<file path="src/rtl/spi_dac_pkg.sv">
`timescale 1ns/1ps
`default_nettype none
// ============================================================================
// Module   : spi_dac_pkg
// Brief    : Shared frame layout and command codes for the spi_dac master and
//            the spi_dac_rx receiver model.
// Revision : 1.0 - initial release
// ============================================================================
package spi_dac_pkg;

    typedef enum logic [3:0] {
        CMD_WR_IN      = 4'h0,
        CMD_UPD        = 4'h1,
        CMD_WR_UPD_ALL = 4'h2,
        CMD_WR_UPD     = 4'h3,
        CMD_REF        = 4'h8
    } dac_cmd_e;

    localparam logic [3:0]  ADDR_ALL    = 4'hF;
    localparam int          FRAME_BITS  = 32;
    localparam int          CMD_LSB     = 24;
    localparam int          ADDR_LSB    = 20;
    localparam int          DATA_LSB    = 8;
    localparam int          REF_BIT     = 0;
    localparam logic [5:0]  CNT_MAX     = 6'd33;

    localparam logic [31:0] SETUP_WORD  = 32'h0800_0001;
    localparam logic [11:0] DATA_PREFIX = 12'h030;

endpackage
`default_nettype wire

</file>
<file path="src/rtl/spi_dac_rx_if.sv">
`timescale 1ns/1ps
`default_nettype none
// ============================================================================
// Module   : spi_dac_rx_if
// Brief    : Three-wire SPI bus between the DAC master and the receiver.
// Revision : 1.0 - initial release
// ============================================================================
interface spi_dac_rx_if;
    logic cs;
    logic sclk;
    logic mosi;

    modport master (output cs, output sclk, output mosi);
    modport slave  (input  cs, input  sclk, input  mosi);
endinterface
`default_nettype wire

</file>
<file path="src/rtl/spi_in_sync.sv">
`timescale 1ns/1ps
`default_nettype none
// ============================================================================
// Module   : spi_in_sync
// Brief    : Two-flop synchronizer for cs/sclk/mosi plus cs/sclk edge detect.
// Revision : 1.0 - initial release
// ============================================================================
module spi_in_sync (
    input  wire logic clk,
    input  wire logic rst,
    input  wire logic cs,
    input  wire logic sclk,
    input  wire logic mosi,
    output logic      cs_s,
    output logic      mosi_s,
    output logic      sclk_fall,
    output logic      cs_fall,
    output logic      cs_rise
);

    // Bit order in all vectors: [2]=cs, [1]=sclk, [0]=mosi; prev keeps cs/sclk only.
    logic [2:0] meta_q, meta_d;
    logic [2:0] sync_q, sync_d;
    logic [1:0] prev_q, prev_d;

    always_comb begin
        meta_d = {cs, sclk, mosi};
        sync_d = meta_q;
        prev_d = sync_q[2:1];
    end

    always_ff @(posedge clk) begin
        if (rst) begin
            meta_q <= '0;
            sync_q <= '0;
            prev_q <= '0;
        end else begin
            meta_q <= meta_d;
            sync_q <= sync_d;
            prev_q <= prev_d;
        end
    end

    assign cs_s      = sync_q[2];
    assign mosi_s    = sync_q[0];
    assign sclk_fall =  prev_q[0] & ~sync_q[1];
    assign cs_fall   =  prev_q[1] & ~sync_q[2];
    assign cs_rise   = ~prev_q[1] &  sync_q[2];

endmodule
`default_nettype wire

</file>
<file path="src/rtl/spi_dac_rx.sv">
`timescale 1ns/1ps
`default_nettype none
// ============================================================================
// Module   : spi_dac_rx
// Brief    : Oversampling SPI receiver and register model of an 8-channel DAC.
// Revision : 1.0 - initial release
// ============================================================================
module spi_dac_rx
    import spi_dac_pkg::*;
#(
    parameter int NUM_CH = 8,
    parameter int DATA_W = 12
) (
    input  wire logic               clk100mhz,
    input  wire logic               rst,
    spi_dac_rx_if.slave             spi,
    output logic [NUM_CH*DATA_W-1:0] dac_codes,
    output logic                    ref_en,
    output logic [FRAME_BITS-1:0]   frame_word,
    output logic                    frame_valid,
    output logic                    frame_err,
    output logic                    cmd_err
);

    typedef enum logic [1:0] {
        WAIT_IDLE = 2'd0,
        IDLE      = 2'd1,
        SHIFT     = 2'd2,
        DECODE    = 2'd3
    } state_e;

    state_e                  state_q, state_d;
    logic [5:0]              cnt_q, cnt_d;
    logic [FRAME_BITS-1:0]   shift_q, shift_d;
    logic [FRAME_BITS-1:0]   frame_word_q, frame_word_d;
    logic [DATA_W-1:0]       in_q [NUM_CH];
    logic [DATA_W-1:0]       in_d [NUM_CH];
    logic [DATA_W-1:0]       dac_q[NUM_CH];
    logic [DATA_W-1:0]       dac_d[NUM_CH];
    logic                    ref_en_q, ref_en_d;
    logic                    frame_valid_q, frame_valid_d;
    logic                    frame_err_q, frame_err_d;
    logic                    cmd_err_q, cmd_err_d;

    logic                    w_cs_s, w_mosi_s, w_sclk_fall, w_cs_fall, w_cs_rise;
    logic [3:0]              w_cmd, w_addr;
    logic [DATA_W-1:0]       w_data;
    logic                    w_addr_ok;

    spi_in_sync u_sync (
        .clk       (clk100mhz),
        .rst       (rst),
        .cs        (spi.cs),
        .sclk      (spi.sclk),
        .mosi      (spi.mosi),
        .cs_s      (w_cs_s),
        .mosi_s    (w_mosi_s),
        .sclk_fall (w_sclk_fall),
        .cs_fall   (w_cs_fall),
        .cs_rise   (w_cs_rise)
    );

    assign w_cmd     = shift_q[CMD_LSB  +: 4];
    assign w_addr    = shift_q[ADDR_LSB +: 4];
    assign w_data    = shift_q[DATA_LSB +: DATA_W];
    assign w_addr_ok = (w_addr == ADDR_ALL) || (int'(w_addr) < NUM_CH);

    // cs_rise is tested before sclk_fall so a coincident edge is not counted.
    always_comb begin
        state_d = state_q;
        cnt_d   = cnt_q;
        shift_d = shift_q;
        case (state_q)
            WAIT_IDLE: if (w_cs_s) state_d = IDLE;
            IDLE: begin
                if (w_cs_fall) begin
                    cnt_d   = '0;
                    shift_d = '0;
                    state_d = SHIFT;
                end
            end
            SHIFT: begin
                if (w_cs_rise) begin
                    state_d = DECODE;
                end else if (w_sclk_fall) begin
                    shift_d = {shift_q[FRAME_BITS-2:0], w_mosi_s};
                    if (cnt_q != CNT_MAX) cnt_d = cnt_q + 6'd1;
                end
            end
            DECODE:  state_d = IDLE;
            default: state_d = WAIT_IDLE;
        endcase
    end

    always_comb begin
        in_d          = in_q;
        dac_d         = dac_q;
        ref_en_d      = ref_en_q;
        frame_word_d  = frame_word_q;
        frame_valid_d = 1'b0;
        frame_err_d   = 1'b0;
        cmd_err_d     = 1'b0;
        if (state_q == DECODE) begin
            if (cnt_q != 6'(FRAME_BITS)) begin
                frame_err_d = 1'b1;
            end else begin
                frame_word_d  = shift_q;
                frame_valid_d = 1'b1;
                case (w_cmd)
                    CMD_REF: ref_en_d = shift_q[REF_BIT];
                    CMD_WR_IN, CMD_UPD, CMD_WR_UPD_ALL, CMD_WR_UPD: begin
                        if (!w_addr_ok) begin
                            cmd_err_d = 1'b1;
                        end else begin
                            for (int n = 0; n < NUM_CH; n++) begin
                                if (w_addr == ADDR_ALL || w_addr == 4'(n)) begin
                                    if (w_cmd == CMD_UPD) dac_d[n] = in_q[n];
                                    else                  in_d[n]  = w_data;
                                    if (w_cmd == CMD_WR_UPD) dac_d[n] = w_data;
                                end
                            end
                            // Global update sees the freshly written input register.
                            if (w_cmd == CMD_WR_UPD_ALL) dac_d = in_d;
                        end
                    end
                    default: cmd_err_d = 1'b1;
                endcase
            end
        end
    end

    always_ff @(posedge clk100mhz) begin
        if (rst) begin
            state_q       <= WAIT_IDLE;
            cnt_q         <= '0;
            shift_q       <= '0;
            frame_word_q  <= '0;
            ref_en_q      <= 1'b0;
            frame_valid_q <= 1'b0;
            frame_err_q   <= 1'b0;
            cmd_err_q     <= 1'b0;
            for (int n = 0; n < NUM_CH; n++) begin
                in_q[n]  <= '0;
                dac_q[n] <= '0;
            end
        end else begin
            state_q       <= state_d;
            cnt_q         <= cnt_d;
            shift_q       <= shift_d;
            frame_word_q  <= frame_word_d;
            ref_en_q      <= ref_en_d;
            frame_valid_q <= frame_valid_d;
            frame_err_q   <= frame_err_d;
            cmd_err_q     <= cmd_err_d;
            in_q          <= in_d;
            dac_q         <= dac_d;
        end
    end

    for (genvar n = 0; n < NUM_CH; n++) begin : g_pack
        assign dac_codes[n*DATA_W +: DATA_W] = dac_q[n];
    end

    assign ref_en      = ref_en_q;
    assign frame_word  = frame_word_q;
    assign frame_valid = frame_valid_q;
    assign frame_err   = frame_err_q;
    assign cmd_err     = cmd_err_q;

endmodule
`default_nettype wire

</file>
<file path="src/flat_wrapper.sv">
// flat-port wrapper written by rule: the top's interface ports become plain ports
module spi_dac_rx_flat import spi_dac_pkg::*;
#(
    parameter int NUM_CH = 8,
    parameter int DATA_W = 12
)
  (clk100mhz, rst, dac_codes, ref_en, frame_word, frame_valid, frame_err, cmd_err, spi_cs, spi_sclk, spi_mosi);
  spi_dac_rx_if spi_i ();
  input  wire logic clk100mhz;
  input  wire logic rst;
  output logic [NUM_CH*DATA_W-1:0] dac_codes;
  output logic ref_en;
  output logic [FRAME_BITS-1:0] frame_word;
  output logic frame_valid;
  output logic frame_err;
  output logic cmd_err;
  input wire logic [$bits(spi_i.cs)-1:0] spi_cs;
  input wire logic [$bits(spi_i.sclk)-1:0] spi_sclk;
  input wire logic [$bits(spi_i.mosi)-1:0] spi_mosi;
  assign spi_i.cs = spi_cs;
  assign spi_i.sclk = spi_sclk;
  assign spi_i.mosi = spi_mosi;
  spi_dac_rx #(.NUM_CH(NUM_CH), .DATA_W(DATA_W)) u_core (.clk100mhz(clk100mhz), .rst(rst), .spi(spi_i), .dac_codes(dac_codes), .ref_en(ref_en), .frame_word(frame_word), .frame_valid(frame_valid), .frame_err(frame_err), .cmd_err(cmd_err));
endmodule
</file>
<file path="config.mk">
export PLATFORM = sky130hd
export DESIGN_NAME = spi_dac_rx_flat
export DESIGN_NICKNAME = d
export VERILOG_FILES = /design/src/rtl/spi_dac_pkg.sv /design/src/rtl/spi_dac_rx_if.sv /design/src/rtl/spi_in_sync.sv /design/src/rtl/spi_dac_rx.sv /design/src/flat_wrapper.sv
export SDC_FILE = /design/constraint.sdc
export NUM_CORES = 1
export LEC_CHECK = 0
export CAP_MARGIN = 20
export CORE_MARGIN = 2
export CORE_UTILIZATION = 40
export DETAILED_ROUTE_END_ITERATION = 8
export MAX_ROUTING_LAYER = met4
export PLACE_DENSITY = 0.67
export SYNTH_ARGS = -nofsm -noshare
export SYNTH_HDL_FRONTEND = slang
export SYNTH_HIERARCHICAL = 1
export SYNTH_SLANG_ARGS = --single-unit
export TNS_END_PERCENT = 5
</file>
<file path="constraint.sdc">
create_clock -name clk100mhz -period 2.3 [get_ports clk100mhz]
set_clock_uncertainty 0.2 [all_clocks]
set_input_delay 0.345 -clock clk100mhz [delete_from_list [all_inputs] [get_ports clk100mhz]]
set_output_delay 0.345 -clock clk100mhz [all_outputs]
set_load 0.01 [all_outputs]
</file>
==> results of run 1 <==
-- flip-flops by register name, summed over array words and instances (netlist names) --
signal / count
u_core/cmd_err: 1
u_core/frame_valid: 1
u_core/u_sync/prev_q: 2
u_core/dac_codes: 96
u_core/u_sync/sync_q: 3
u_core/state_q: 2
u_core/frame_word: 32
u_core/u_sync/meta_q: 3
u_core/ref_en: 1
u_core/frame_err: 1
u_core/cnt_q: 6
u_core/shift_q: 32
u_core/in_q: 96
-- area by class of cell --
| type | count | area (sq um) | share of cell area, % |
|---|---|---|---|
| clock buffers | 47 | 906 | 5.86 |
| clock inverters | 6 | 86.3 | 0.559 |
| inverters | 9 | 35.0 | 0.227 |
| multi-input cells | 887 | 5840 | 37.8 |
| flip-flops and latches | 276 | 5530 | 35.8 |
| well taps | 390 | 488 | 3.16 |
| repair buffers | 261 | 2560 | 16.6 |
-- critical path, stage by stage (launching register included) --
cell and delay, ns:
dfxtp_1 0.31, or4b_1 0.51, buf_4 0.20, o31ai_4 0.29
buf_12 0.19, mux2i_1 0.28, a211oi_1 0.11
-- how the worst max path moves through the flow --
stage / from / depth (start not counted) / end
floorplan: u_core/shift_q[24] / 6 / u_core/dac_codes[46]
global placement: u_core/cnt_q[2] / 6 / u_core/dac_codes[70]
detailed placement: u_core/cnt_q[2] / 6 / u_core/dac_codes[68]
CTS: u_core/shift_q[23] / 6 / u_core/dac_codes[9]
global route: u_core/shift_q[26] / 8 / u_core/dac_codes[55]
finish: u_core/shift_q[24] / 6 / u_core/dac_codes[60]
-- cell families (layout without fill, tap and decap cells) --
kind of cell,after synthesis,after routing,share of synthesized area (%)
AO/OA/AOI/OAI,333,333,18.9
XOR/XNOR,5,5,0.369
adder cells (fa/ha/maj),8,8,0.843
buffers and inverters,138,323,5.16
flip-flops,276,276,46.5
multiplexers,158,158,13.3
AND/OR/NAND/NOR,383,383,14.9
-- where the power goes --
group	switching [mW]	internal [mW]	total, mW
combinational	0.509	0.220	0.729
sequential	0.0189	4.80	4.82
clock	1.93	2.90	4.83
total	2.45	7.93	10.4
-- layout by cell type, fill, tap and decap left out, types with 27 or more instances in the layout --
cell type / synthesis / routed
a211oi_1: 44 / 41
a21oi_1: 146 / 146
buf_4: 3 / 99
clkbuf_16: 0 / 32
clkdlybuf4s50_1: 0 / 135
dfxtp_1: 276 / 272
mux2i_1: 158 / 155
nand2_1: 236 / 236
nand2b_1: 27 / 27
nand3_1: 60 / 59
o21ai_0: 31 / 31
-- routing by layer --
metal  vias up  share of wire [%]  global-route usage, %
met5         -                  0                      -
met4         0                3.6                   8.13
met3        73                7.1                   4.33
met2       363                 46                   35.4
met1      4926                 44                   29.8
li1       4963                  -                      -
-- repair_timing --
action                                  in CTS  in global routing
pin swaps                                    1                  5
endpoints found under the setup margin      41                142
gates cloned                                 0                  1
hold buffers                                 0                  0
buffers inserted                             0                  3
gates resized for setup                      5                 28
==> impl_metrics.ini, run 1 <==
[synthesis]
syn_inst = 1301
mappedNetlistArea_sq_mm = 0.0119
synth_top_area_share_pct = 46.5
synthArstFlopShare_pct = 0
synthTopCellsByCount = dfxtp_1, nand2_1, mux2i_1
synth_most_common_cell = dfxtp_1
synth.area.top_cells = dfxtp_1, mux2i_1, nand2_1, a21oi_1, clkbuf_1
syn-num-nets = 1314
syn_area_per_cell_sq_um = 9.13
ys_types = 57
ys.flop_type = dfxtp_1
ys_warn_count = 6
synth_edf_count = 0
synth_seq_cells = 276
yosysTopAreaCell = dfxtp_1
ys_seq_area_share_pct = 46.5

[clock_network]
cts_num_sinks = 276
h-tree-depth = 1
clk_path_buf_depth = 3
clkSlewWorstSetupHoldPaths_ns = 0.06
tritoncts = done
insertion_delay_ns = 0.55
clockRootBuffer = clkbuf_16
numCtsBuffers = 30

[power]
power_density_mw_per_mm2 = 672
p_total_mw = 10.4
p_leak_nw = 5.80
vdd_drop_max_mv = 0.713

[place]
dpl.hpwl_um = 23200
place.gp.congestion = 0.894
pre_cts_ws_ns = -0.0350
place_area_sq_mm = 0.0143
dp_cells = 1819
io_buffers = 136

[sta]
fin_crit_ns = 2.25
max_freq_ghz = 0.444
holdWs_ns = 0.144
setup_tns_ns = 0
finalHoldViolations = 0
worst_slew_pin_slew_ns = 0.806
setup_viol = 0
report.final.slew_viol_count = 0
slew_headroom_pct = 46.2
post-route-worst-setup-slack_ns = 0.0464
layout_worst_path_cycle_share_pct = 98.0
rsz0062_at_grt = true

[floorplan]
die_area_sq_mm = 0.0311
chipHeight_um = 176
start_util_pct = 40.4
die_width_um = 176
core_area_sq_mm = 0.0294
rows = 63
io_pins = 137

[status]
outcome = complete, no violations

[worst_hold_path]
min_path_type = input port to flop
hold_end = u_core/u_sync/meta_q[2]
whs_path_depth = 2
min_from = spi_cs

[detailed_routing]
first_pass_iters = 5
routed_wl_um = 35600
wl_per_cell_um = 19.0
vias = 10300
ant_nets = 0
drt_iter0_drc = 792
vias_per_cell = 5.50
drc_errors = 0

[setup_path]
worstPathRequired_ns = 2.50
crit_path_end_kind = flop
critPathKind = flop to flop
critPathLaunchType = flop
rr_worst_depth = 6
arrival_ns = 2.45
critPathMaxFanout = 12
timing.rr.start = u_core/shift_q[24]
r2r_slack_ns = 0.05
rr_endpoint = u_core/dac_codes[60]

[global_route]
grtUsageTotal_pct = 22.8
grt_max_degree = 152
antenna_found_initial = 0
grt_pass1_vias = 10000
grt_pass1_wl_um = 55400
overflow = 0

[final_layout]
drive_above_1_share_pct = 15.4
finalCoreUtilization_pct = 52.6
n_antenna_cell = 0
synthToLayoutAreaGrowth_pct = 30.1
postLayoutCellArea_sq_mm = 0.0155
nets = 1478
finalNonFillerCells = 1876
fillers = 2659

[job]
max-cap-violations = 0
Note: power is estimated with default switching activity, not from simulation.
==> run 2, diff against run 1 <==
Settings changed: CORE_ASPECT_RATIO set to 0.9.
==> run 2 against run 1 <==
Global-route usage up 0.81 points. Via count up 2.0%. Design area up 0.51%. Total power down 0.65%. Non-clock buffer count down 2. Largest power group is now sequential cells.
==> impl_metrics.ini, run 2 (synthesis results as in run 1) <==
[place]
io_buffers = 136
dpl.hpwl_um = 23100
place.gp.congestion = 0.903
dp_cells = 1820
place_area_sq_mm = 0.0143

[final_layout]
mostFrequentLayoutCells = dfxtp_1, nand2_1, mux2i_1
finalCoreUtilization_pct = 53.4
final_common_cell = dfxtp_1
finalNonFillerCells = 1882
synthToLayoutAreaGrowth_pct = 30.7
n_antenna_cell = 0
fillers = 2643
drive_above_1_share_pct = 16.2
nets = 1476
postLayoutCellArea_sq_mm = 0.0155

[power]
p_leak_nw = 5.81
p_total_mw = 10.3
power_density_mw_per_mm2 = 664
vdd_drop_max_mv = 0.497

[clock_network]
cts_num_sinks = 276
clockRootBuffer = clkbuf_16
postCtsHoldBufs = 0
tritoncts = done
h-tree-depth = 1
numCtsBuffers = 30
clkSlewWorstSetupHoldPaths_ns = 0.06
clk_path_buf_depth = 3
insertion_delay_ns = 0.55

[floorplan]
core_area_sq_mm = 0.0291
start_util_pct = 40.8
die_area_sq_mm = 0.0311
io_pins = 137
rows = 59
chipHeight_um = 167
die_width_um = 186

[setup_path]
rr_endpoint = u_core/dac_codes[39]
slowest_stage = or4b_1
critPathMaxFanout = 12
worstPathBufferInverterCount = 2
critPathLaunchType = flop
crit_start = u_core/shift_q[24]
cp_cell_sequence = or4b_1, buf_4, o31ai_4, buf_12, mux2i_2, a211oi_2
arrival_ns = 2.46
timing.rr.start = u_core/shift_q[24]
worstPathRequired_ns = 2.50
crit_path_end_kind = flop
r2r_slack_ns = 0.04
crit_family = simple AND/OR/NAND/NOR gates
slowest_delay_ns = 0.52
rr_worst_depth = 6
critPathKind = flop to flop

[sta]
holdWs_ns = 0.145
fin_crit_ns = 2.26
slew_headroom_pct = 42.4
worst_slew_pin_slew_ns = 0.862
finalHoldViolations = 0
max_freq_ghz = 0.442
rsz0062_at_grt = true
setup_viol = 0
report.final.slew_viol_count = 0
layout_worst_path_cycle_share_pct = 98.4

[global_route]
grt_pass1_vias = 9901
antenna_found_initial = 0
overflow = 0
grt_pass1_wl_um = 56600
grtUsageTotal_pct = 23.7
grt_max_degree = 152

[detailed_routing]
vias_per_cell = 5.59
ant_nets = 0
drt_iter0_drc = 1047
routed_wl_um = 36600
first_pass_iters = 7
vias = 10500
wl_per_cell_um = 19.4
drc_errors = 0

[worst_hold_path]
min_from = spi_sclk
min_path_type = input port to flop
whs_path_depth = 2
hold_end = u_core/u_sync/meta_q[1]

[job]
max-cap-violations = 0

[status]
outcome = complete, no violations
[run 2: cell count changes in the layout (fill, tap and decap cells not counted), sizes merged]
cell,change
clkinv,+6
clkbuf,-3
buf,-2
bufinv,-2
clkinvlp,+1
[run 2: how the worst max path moves through the flow]
| stage | depth (start not counted) | to | slack [ns] |
|---|---|---|---|
| final | 6 | u_core/dac_codes[39] | 0.04 |
| after floorplan | 6 | u_core/dac_codes[46] | 0.002 |
| after global placement | 6 | u_core/dac_codes[13] | 0.009 |
| after global routing | 8 | u_core/dac_codes[36] | -0.04 |
| after CTS | 8 | u_core/dac_codes[85] | -0.01 |
| after detailed placement | 6 | u_core/dac_codes[46] | -0.02 |
[run 2: stage by stage]
step / setup TNS [ns] / setup slack [ns]
after detailed placement: -0.0790 / -0.0171
after floorplan: 0 / 0.00189
after global placement: 0 / 0.00943
after CTS: -0.0566 / -0.0111
final: 0 / 0.0377
after global routing: -0.420 / -0.0364
[run 2: power by group]
group	switching, mW	internal [mW]	leakage (nW)
clock	1.96	2.74	0.487
sequential	0.0252	4.81	2.23
combinational	0.548	0.228	3.10
[run 2: final cells by class]
| cell class | count | area [sq um] | share of cell area (%) |
|---|---|---|---|
| multi-input combinational | 887 | 5900 | 38.0 |
| sequential | 276 | 5530 | 35.6 |
| timing repair buffer | 259 | 2590 | 16.7 |
| clock buffer | 44 | 915 | 5.89 |
| tap | 396 | 495 | 3.19 |
| clock inverter | 11 | 63.8 | 0.411 |
| inverter | 9 | 35.0 | 0.226 |
[run 2: worst reg2reg max path: cells and delay by family, from the launching register on]
kind            cells  cell delay [ns]
buf+inv             2             0.40
mux                 1             0.31
compound gates      2             0.38
flops               1             0.31
simple gates        1             0.52
[run 2: routing by layer]
layer	global-route usage, %	wire, um	up-vias
li1	-	-	4965
met1	34.5	17100	5082
met2	34.5	16200	425
met3	3.04	2470	56
met4	5.99	805	0
met5	-	0	-
[run 2: what timing repair did]
item	CTS	global route
buffers inserted	1	4
cloned	1	1
resized for setup	4	34
pin swaps	1	2
setup endpoints to repair	38	121
==> run 3, diff against run 2 <==
--- a/config.mk
+++ b/config.mk
@@ -12,4 +12,5 @@
 export DETAILED_ROUTE_END_ITERATION = 8
+export DONT_BUFFER_PORTS = 1
 export MAX_ROUTING_LAYER = met4
-export PLACE_DENSITY = 0.67
+export PLACE_DENSITY = 0.61
 export SYNTH_ARGS = -nofsm -noshare
==> constraint.sdc (replaced) <==
create_clock -name clk100mhz -period 2.3 [get_ports clk100mhz]
set_clock_uncertainty 0.2 [all_clocks]
set_input_delay 0.23 -clock clk100mhz [delete_from_list [all_inputs] [get_ports clk100mhz]]
set_output_delay 0.23 -clock clk100mhz [all_outputs]
set_load 0.01 [all_outputs]
==> run 3 against run 2 <==
The run now ends with negative hold slack left. Core utilization is 4.5 points lower. Die area stayed put. Combinational power is 8.8% lower. Sequential power hardly changed. Sequential cell count stayed put. Non-clock buffer count is 118 lower. Final cell count is 6.4% lower. Critical path depth stayed put. Worst setup slack worse by 0.013 ns. Largest cell class unchanged.
==> impl_metrics.ini, run 3 (synthesis results as in run 1) <==
[final_layout]
mostFrequentLayoutCells = dfxtp_1, nand2_1, mux2i_1
synthToLayoutAreaGrowth_pct = 19.7
n_antenna_cell = 0
drive_above_1_share_pct = 17.3
final_common_cell = dfxtp_1
nets = 1357

[sta]
finalHoldViolations = 141
layout_worst_path_cycle_share_pct = 98.9
worst_slew_pin_slew_ns = 0.665
fin_crit_ns = 2.27
max_freq_ghz = 0.440
rsz0062_at_grt = true
setup_viol = 0
holdWs_ns = -0.445
slew_headroom_pct = 55.6
setup_tns_ns = 0
report.final.slew_viol_count = 0
post-route-worst-setup-slack_ns = 0.0251

[global_route]
grt_pass1_wl_um = 55400
grtUsageTotal_pct = 23.2
antenna_found_initial = 0
grt_pass1_vias = 9508
grt_max_degree = 153
overflow = 0

[worst_hold_path]
min_path_type = input port to flop

[floorplan]
start_util_pct = 40.8
die_area_sq_mm = 0.0311
rows = 59
die_width_um = 186
chipHeight_um = 167
io_pins = 137
core_area_sq_mm = 0.0291

[clock_network]
postCtsHoldBufs = 11
numCtsBuffers = 29
clk_path_buf_depth = 3
cts_num_sinks = 276
h-tree-depth = 1
insertion_delay_ns = 0.55
tritoncts = done
clkSlewWorstSetupHoldPaths_ns = 0.06
clockRootBuffer = clkbuf_16

[detailed_routing]
ant_nets = 0
first_pass_iters = 5
wl_per_cell_um = 20.1
routed_wl_um = 35500
vias_per_cell = 5.60
vias = 9874
drt_iter0_drc = 887
drc_errors = 0

[status]
outcome = complete, but fails checks
violations = negative hold slack

[power]
vdd_drop_max_mv = 0.475
p_leak_nw = 5.38
power_density_mw_per_mm2 = 709

[setup_path]
crit_path_end_kind = flop
critPathMaxFanout = 7
worstPathRequired_ns = 2.52
arrival_ns = 2.50
critPathLaunchType = flop
critPathKind = flop to flop

[place]
place.gp.congestion = 0.911
pre_cts_ws_ns = -0.00257
io_buffers = 0
dpl.hpwl_um = 22900

[job]
max-cap-violations = 0
[run 3: per-layer routing]
| metal | track usage [%] | up-vias | part of all wire, % |
|---|---|---|---|
| met3 | 5.48 | 70 | 8.6 |
| met4 | 6.81 | 0 | 2.9 |
| li1 | - | 4719 | - |
| met1 | 31.7 | 4758 | 44 |
| met2 | 34.1 | 327 | 44 |
| met5 | - | - | 0 |
[run 3: what timing repair did]
item	CTS	global route
hold endpoints to repair	229	141
setup endpoints to repair	17	148
pin swaps	1	5
buffers inserted	2	2
resized for setup	4	25
cloned	1	0
[run 3: path summary, 6_finish.rpt]
| kind | start | to | slack, ns | cells after the start |
|---|---|---|---|---|
| setup reg to reg | u_core/shift_q[24] | u_core/dac_codes[75] | 0.03 | 6 |
| setup / recovery | u_core/shift_q[24] | u_core/dac_codes[75] | 0.03 | 6 |
| hold reg to reg | u_core/in_q[20] | u_core/in_q[20] | 0.26 | 2 |
| hold / removal | rst | u_core/state_q[0] | -0.45 | 1 |
[run 3: final cells by class]
type                            instances  area [sq um]
Clock buffer                           43           838
Clock inverter                         10          81.3
Fill cell                            2798         14900
Inverter                                9          35.0
Multi-Input combinational cell        887          5860
Sequential cell                       276          5530
Tap cell                              396           495
Timing Repair Buffer                  141          1380
[run 3: worst max-delay path: stages, from the launching register on]
cell	delay (ns)
dfxtp_1	0.31
or4b_1	0.52
buf_4	0.21
o31ai_4	0.34
buf_4	0.22
mux2i_1	0.24
a211oi_2	0.10
[run 3: power breakdown]
group / total [mW] / internal (mW) / switching, mW
clock network: 4.54 / 2.62 / 1.92
registers: 4.82 / 4.80 / 0.0202
logic: 0.709 / 0.233 / 0.476
[run 3: per-stage QoR]
step	cell area [sq um]	total power [mW]	hold slack, ns	instances	util (%)
floorplan	11900	5.39	0.102	1301	-
global placement	13000	5.62	0.108	1693	44.8
detailed placement	13000	5.62	0.112	1693	44.8
CTS	14100	10.2	-0.470	1760	48.5
global route	14200	10.4	-0.469	1762	48.9
finish	14200	10.1	-0.445	1762	48.9
